**src/rtl/aes_round_ctrl_if.sv**
```systemverilog
// aes_round_ctrl_if: block-in / result-out handshake bundle of the AES round controller.
interface aes_round_ctrl_if;
  localparam int unsigned BLK_W = 128;

  logic             in_valid;
  logic             in_ready;
  logic [BLK_W-1:0] in_data;
  logic             in_decrypt;
  logic             out_valid;
  logic             out_ready;
  logic [BLK_W-1:0] out_data;

  modport master (
    output in_valid, in_data, in_decrypt, out_ready,
    input  in_ready, out_valid, out_data
  );

  modport slave (
    input  in_valid, in_data, in_decrypt, out_ready,
    output in_ready, out_valid, out_data
  );
endinterface

```
**src/rtl/aes_round_ctrl.sv**
```systemverilog
// aes_round_ctrl: iterative AES round sequencer feeding an external combinational round datapath.
// Defining AES_ROUND_CTRL_FLUSH_EN adds a flush input that aborts the block in flight.
module aes_round_ctrl #(
  parameter int unsigned NUM_ROUNDS = 10
) (
  input  logic                 clk,
  input  logic                 rst,
`ifdef AES_ROUND_CTRL_FLUSH_EN
  input  logic                 flush,
`endif
  aes_round_ctrl_if.slave      bus,
  output logic [3:0]           rk_idx,
  input  logic [127:0]         rk,
  output logic [127:0]         dp_state,
  output logic                 dp_inverse,
  output logic                 dp_final,
  input  logic [127:0]         dp_result,
  output logic                 busy
);

  localparam int unsigned BLK_W = 128;
  localparam int unsigned IDX_W = 4;
  localparam logic [IDX_W-1:0] LAST = IDX_W'(NUM_ROUNDS);

  typedef enum logic [1:0] {
    IDLE  = 2'd0,
    ROUND = 2'd1,
    DONE  = 2'd2
  } state_t;

  state_t           state;
  logic [BLK_W-1:0] state_reg;
  logic [IDX_W-1:0] r;
  logic             dir_reg;
  logic             out_valid_q;
  logic             busy_q;
  logic             inv_q;
  logic             final_q;
  logic             accept;

  // Acceptance is withheld during reset (and flush) so a handshake never completes unseen.
`ifdef AES_ROUND_CTRL_FLUSH_EN
  assign bus.in_ready = (state == IDLE) && !rst && !flush;
`else
  assign bus.in_ready = (state == IDLE) && !rst;
`endif

  assign accept        = bus.in_valid && bus.in_ready;
  assign dp_state      = state_reg;
  assign bus.out_data  = state_reg;
  assign bus.out_valid = out_valid_q;
  assign busy          = busy_q;
  assign dp_inverse    = inv_q;
  assign dp_final      = final_q;

  // Key index must follow the offered direction while idle so the whitening key is ready.
  always_comb begin
    rk_idx = '0;
    case (state)
      IDLE:    rk_idx = bus.in_decrypt ? LAST : '0;
      ROUND:   rk_idx = dir_reg ? (LAST - r) : r;
      default: rk_idx = '0;
    endcase
  end

  always_ff @(posedge clk) begin
    if (rst) begin
      state       <= IDLE;
      state_reg   <= '0;
      r           <= '0;
      dir_reg     <= 1'b0;
      out_valid_q <= 1'b0;
      busy_q      <= 1'b0;
      inv_q       <= 1'b0;
      final_q     <= 1'b0;
    end
`ifdef AES_ROUND_CTRL_FLUSH_EN
    else if (flush) begin
      // Abort returns to IDLE but leaves state_reg untouched.
      state       <= IDLE;
      r           <= '0;
      out_valid_q <= 1'b0;
      busy_q      <= 1'b0;
      inv_q       <= 1'b0;
      final_q     <= 1'b0;
    end
`endif
    else begin
      case (state)
        IDLE: begin
          if (accept) begin
            state_reg <= bus.in_data ^ rk;
            dir_reg   <= bus.in_decrypt;
            r         <= IDX_W'(1);
            state     <= ROUND;
            busy_q    <= 1'b1;
            inv_q     <= bus.in_decrypt;
            final_q   <= (LAST == IDX_W'(1));
          end
        end
        ROUND: begin
          state_reg <= dp_result;
          if (r == LAST) begin
            // Counter saturates at the final round; it is reloaded on the next accept.
            state       <= DONE;
            out_valid_q <= 1'b1;
            inv_q       <= 1'b0;
            final_q     <= 1'b0;
          end else begin
            r       <= r + IDX_W'(1);
            final_q <= ((r + IDX_W'(1)) == LAST);
          end
        end
        DONE: begin
          if (bus.out_ready) begin
            state       <= IDLE;
            out_valid_q <= 1'b0;
            busy_q      <= 1'b0;
          end
        end
        default: begin
          state       <= IDLE;
          out_valid_q <= 1'b0;
          busy_q      <= 1'b0;
          inv_q       <= 1'b0;
          final_q     <= 1'b0;
        end
      endcase
    end
  end

endmodule

```
**src/flat_wrapper.sv**
```systemverilog
// flat-port wrapper written by rule: the top's interface ports become plain ports
module aes_round_ctrl_flat 
#(
  parameter int unsigned NUM_ROUNDS = 10
)
  (clk, rst, rk_idx, rk, dp_state, dp_inverse, dp_final, dp_result, busy, bus_in_valid, bus_in_data, bus_in_decrypt, bus_out_ready, bus_in_ready, bus_out_valid, bus_out_data);
  aes_round_ctrl_if bus_i ();
  input  logic clk;
  input  logic rst;
  output logic [3:0] rk_idx;
  input  logic [127:0] rk;
  output logic [127:0] dp_state;
  output logic dp_inverse;
  output logic dp_final;
  input  logic [127:0] dp_result;
  output logic busy;
  input wire logic [$bits(bus_i.in_valid)-1:0] bus_in_valid;
  input wire logic [$bits(bus_i.in_data)-1:0] bus_in_data;
  input wire logic [$bits(bus_i.in_decrypt)-1:0] bus_in_decrypt;
  input wire logic [$bits(bus_i.out_ready)-1:0] bus_out_ready;
  output wire logic [$bits(bus_i.in_ready)-1:0] bus_in_ready;
  output wire logic [$bits(bus_i.out_valid)-1:0] bus_out_valid;
  output wire logic [$bits(bus_i.out_data)-1:0] bus_out_data;
  assign bus_i.in_valid = bus_in_valid;
  assign bus_i.in_data = bus_in_data;
  assign bus_i.in_decrypt = bus_in_decrypt;
  assign bus_i.out_ready = bus_out_ready;
  assign bus_in_ready = bus_i.in_ready;
  assign bus_out_valid = bus_i.out_valid;
  assign bus_out_data = bus_i.out_data;
  aes_round_ctrl #(.NUM_ROUNDS(NUM_ROUNDS)) u_core (.clk(clk), .rst(rst), .bus(bus_i), .rk_idx(rk_idx), .rk(rk), .dp_state(dp_state), .dp_inverse(dp_inverse), .dp_final(dp_final), .dp_result(dp_result), .busy(busy));
endmodule
```
**config.mk**
```make
export PLATFORM = sky130hd
export DESIGN_NAME = aes_round_ctrl_flat
export DESIGN_NICKNAME = d
export VERILOG_FILES = /design/src/rtl/aes_round_ctrl_if.sv /design/src/rtl/aes_round_ctrl.sv /design/src/flat_wrapper.sv
export SDC_FILE = /design/constraint.sdc
export NUM_CORES = 1
export LEC_CHECK = 0
export BUFFER_PORTS_ARGS = -buffer_cell sky130_fd_sc_hd__buf_4
export CAP_MARGIN = 20
export CORE_AREA = 2 2 257 259
export DETAILED_ROUTE_END_ITERATION = 10
export DIE_AREA = 0 0 259 261
export HOLD_SLACK_MARGIN = 0.15
export PLACE_DENSITY = 0.37
export SLEW_MARGIN = 20
export SYNTH_ARGS = -nofsm -noshare
export SYNTH_HDL_FRONTEND = slang
export SYNTH_SLANG_ARGS = --single-unit
```
**constraint.sdc**
```tcl
create_clock -name clk -period 1.7 [get_ports clk]
set_input_delay 0.34 -clock clk [delete_from_list [all_inputs] [get_ports clk]]
set_output_delay 0.34 -clock clk [all_outputs]
set_load 0.03 [all_outputs]
```
==> qor.csv <==
stage,metric,value,unit
global_route,initial antenna violation count,1,
clock_network,Root Buffer,clkbuf_16,
layout,Multi-input gate area,0.004044,sq mm
layout,"commonest non-fill, non-tap cell in the layout",buf_4,
layout,share of layout cells above drive strength 1,53.75,%
flow_run,number of max-cap violations,0,
clock_network,H-tree levels,4,
floorplanning,Core Rows,94,
timing,post-route minimum period,1.968,ns
routing,first drt pass iteration count,4,
layout,register area,0.002798,sq mm
timing,Max-slew headroom,70.24,%
floorplanning,Core ar.,0.06504,sq mm
timing,count of pins over their slew limit,0,
synth,Avg Inst Size Synth,10.43,sq um
placed_design,Port Buffers,653,
run_status,failing checks,negative setup slack,
routing,DR vias,8194,
synth,"Top FF cell, synth",dfxtp_1,
critical_path,"delay-heaviest family, CP",simple AND/OR/NAND/NOR gates,
critical_path,buffer and inverter count on the worst path,1,
layout,diodes inserted,0,
clock_network,Bufs on Longest Clock Path,2,
timing,RSZ-0062 raised after global routing,true,
synth,Yosys warnings,0,
pwr,Leak,7.124,nW
floorplanning,Initial Util,12.25,%
routing,Via density,3.478,
clock_network,clock buffer count from CTS,17,
min_path,Hold Crit Class,in2reg,
timing,final worst path period share,115.8,%
floorplanning,Die Height,261,um
synth,syn nets,1156,
clock_network,clock sinks,139,
clock_network,CTS tree,yes,
synth,Post-synth EDFFs,0,
timing,# setup viols final,64,
routing,DRC,0,
critical_path,element type at the critical path start,flip-flop,
critical_path,critical path type,reg2out,
pwr,Max rail drop VDD,0.6299,mV
critical_path,largest fanout on the critical path,4,
layout,Layout Area Growth over Synthesis,100.4,%
timing,setup TNS,-2.293,ns
placed_design,global placement routability congestion,0.7653,
layout,fill count,7034,
critical_path,Worst Path Required,1.36,ns
critical_path,CP Capture Type,output port,
timing,fmax,0.5081,GHz
global_route,vias in the first global route,8478,
global_route,GRT overflow,0,
placed_design,post-DP HPWL,28740,um
synth,Cell variety after synth,37,
routing,total wire length,37220,um
critical_path,CP Cell Sequence,and2_4 > or3_4 > a31oi_4 > buf_6,
synth,async set-reset flop share out of synthesis,0,%
synth,Syn Std Cell Area,0.007970,sq mm
critical_path,CP peak stage delay,0.36,ns
floorplanning,Die X,259,um
synth,Gate Count Post-Synth,764,
critical_path,CP arrival,1.63,ns
global_route,All-Layer GR Usage,9.960,%
layout,"commonest non-fill, non-tap cells in the layout","buf_4 (689), dfxtp_1 (135), dlygate4sd3_1 (131)",
clock_network,"Reg clk slew, reported paths",0.07,ns
timing,skew final,0.008388,ns
global_route,first-pass GRT wire length,49910,um
clock_network,Worst-Skew Late Latency,0.46,ns
synth,Yosys reg bits,139,
synth,sequential fraction of the synthesis area,34.91,%
global_route,largest net degree at the start of global routing,65,
run_status,status,"complete, but fails checks",
pwr,PwrDens,777.0,mW/mm^2
routing,Initial DRC Count,193,
routing,Post-DRT Antenna Nets,0,
layout,post-route cell area,0.01597,sq mm
timing,worst-margin pin slew,0.4450,ns
critical_path,CP max stage cell,dfxtp_4,
timing,final-report hold violation count,0,
timing,Setup WS post-layout,-0.2683,ns
floorplanning,DIE AREA,0.06760,sq mm
placed_design,Post-DP Area,0.01333,sq mm
floorplanning,Top-Level Pins,654,
routing,wire per inst,15.80,um
layout,nets@finish,1871,
layout,max reg flops,128,
## metrics by stage
step	worst slack, ns	instances	utilization (%)	hold WS (ns)	power, mW
2_1_floorplan	0.04021	764	-	0.4569	6.169
3_3_place_gp	-0.01851	2160	20.49	0.4522	7.928
3_5_place_dp	-0.03785	2160	20.49	0.4605	7.919
4_1_cts	-0.3306	2328	23.65	0.1571	12.53
5_1_grt	-0.3574	2356	24.55	0.1950	13.09
6_report	-0.2683	2356	24.55	0.2258	12.41
## area by class of cell
cell class / count / share of cell area [%]
clock inverters: 11 / 0.9637
well taps: 864 / 6.769
inverters: 2 / 0.04701
multi-input cells: 446 / 25.32
repair buffers: 873 / 46.37
flip-flops and latches: 139 / 17.52
clock buffers: 21 / 3.008
## worst register-to-register path, cell delays in order, from the launching register on
cell and delay [ns]:
dfxtp_4 0.36, buf_6 0.12, nor4b_4 0.21, buf_6 0.22
buf_12 0.12, buf_16 0.14, buf_16 0.18, mux2i_2 0.22
o2bb2ai_1 0.09
## layer usage
metal / vias up / part of all wire [%] / global-route usage (%)
met1: 3723 / 37 / 10.57
met2: 396 / 55 / 18.92
met5: - / 0.035 / 0
met3: 34 / 6.5 / 2.497
li1: 4039 / - / -
met4: 2 / 1.5 / 3.597
## cells in the mapped netlist (3+ instances only)
cell type  number  share of area [%]
clkbuf_1       11               0.52
nor2_1          7               0.33
o2bb2ai_1     128                 14
nand2b_1        4               0.31
buf_2          20                1.3
nand3b_1        3               0.28
mux2i_1       129                 16
buf_1           7               0.33
a31oi_1         5               0.39
buf_4         129                 12
nand3_1         3               0.19
a21oi_1         5               0.31
ha_1            3               0.47
dfxtp_1       139                 35
xor2_1        130                 14
buf_6          10                1.4
nand2_1         8               0.38
## power breakdown
group | internal [mW] | leakage (nW) | switching (mW)
sequential | 3.54 | 1.14 | 0.311
clock | 2.48 | 0.307 | 1.65
combinational | 2.18 | 5.67 | 2.25
total | 8.20 | 7.12 | 4.21
## kinds of logic (layout without fill, tap and decap cells)
logic type                 after synthesis  count (layout)  synth area share [%]
AOI/OAI and AO/OA                      149             149                 15.75
xor gates and xnor gates               131             131                 14.40
muxes                                  129             129                 16.20
and+or+nand+nor                         34              34                 2.512
buffers and inverters                  179             907                 15.76
adders and majority gates                3               3                0.4710
DFF                                    139             139                 34.91
## worst paths after layout
path	start	end	slack, ns	cells after the start
setup / recovery	u_core.r[0]	rk_idx[3]	-0.27	4
hold / removal	rst	u_core.bus.out_valid	0.23	3
setup reg to reg	u_core.state[0]	u_core.bus.out_data[32]	-0.06	8
hold reg to reg	u_core.bus.out_valid	u_core.bus.out_valid	0.47	2
## repair_timing
action,in CTS,in global routing
buffers inserted,5,21
endpoints found under the setup margin,9,70
endpoints found under the hold margin,132,0
pin swaps,6,67
hold buffers,131,0
gates resized for setup,20,52
cloned,0,7
No activity file was read; power rests on OpenSTA's default activity.
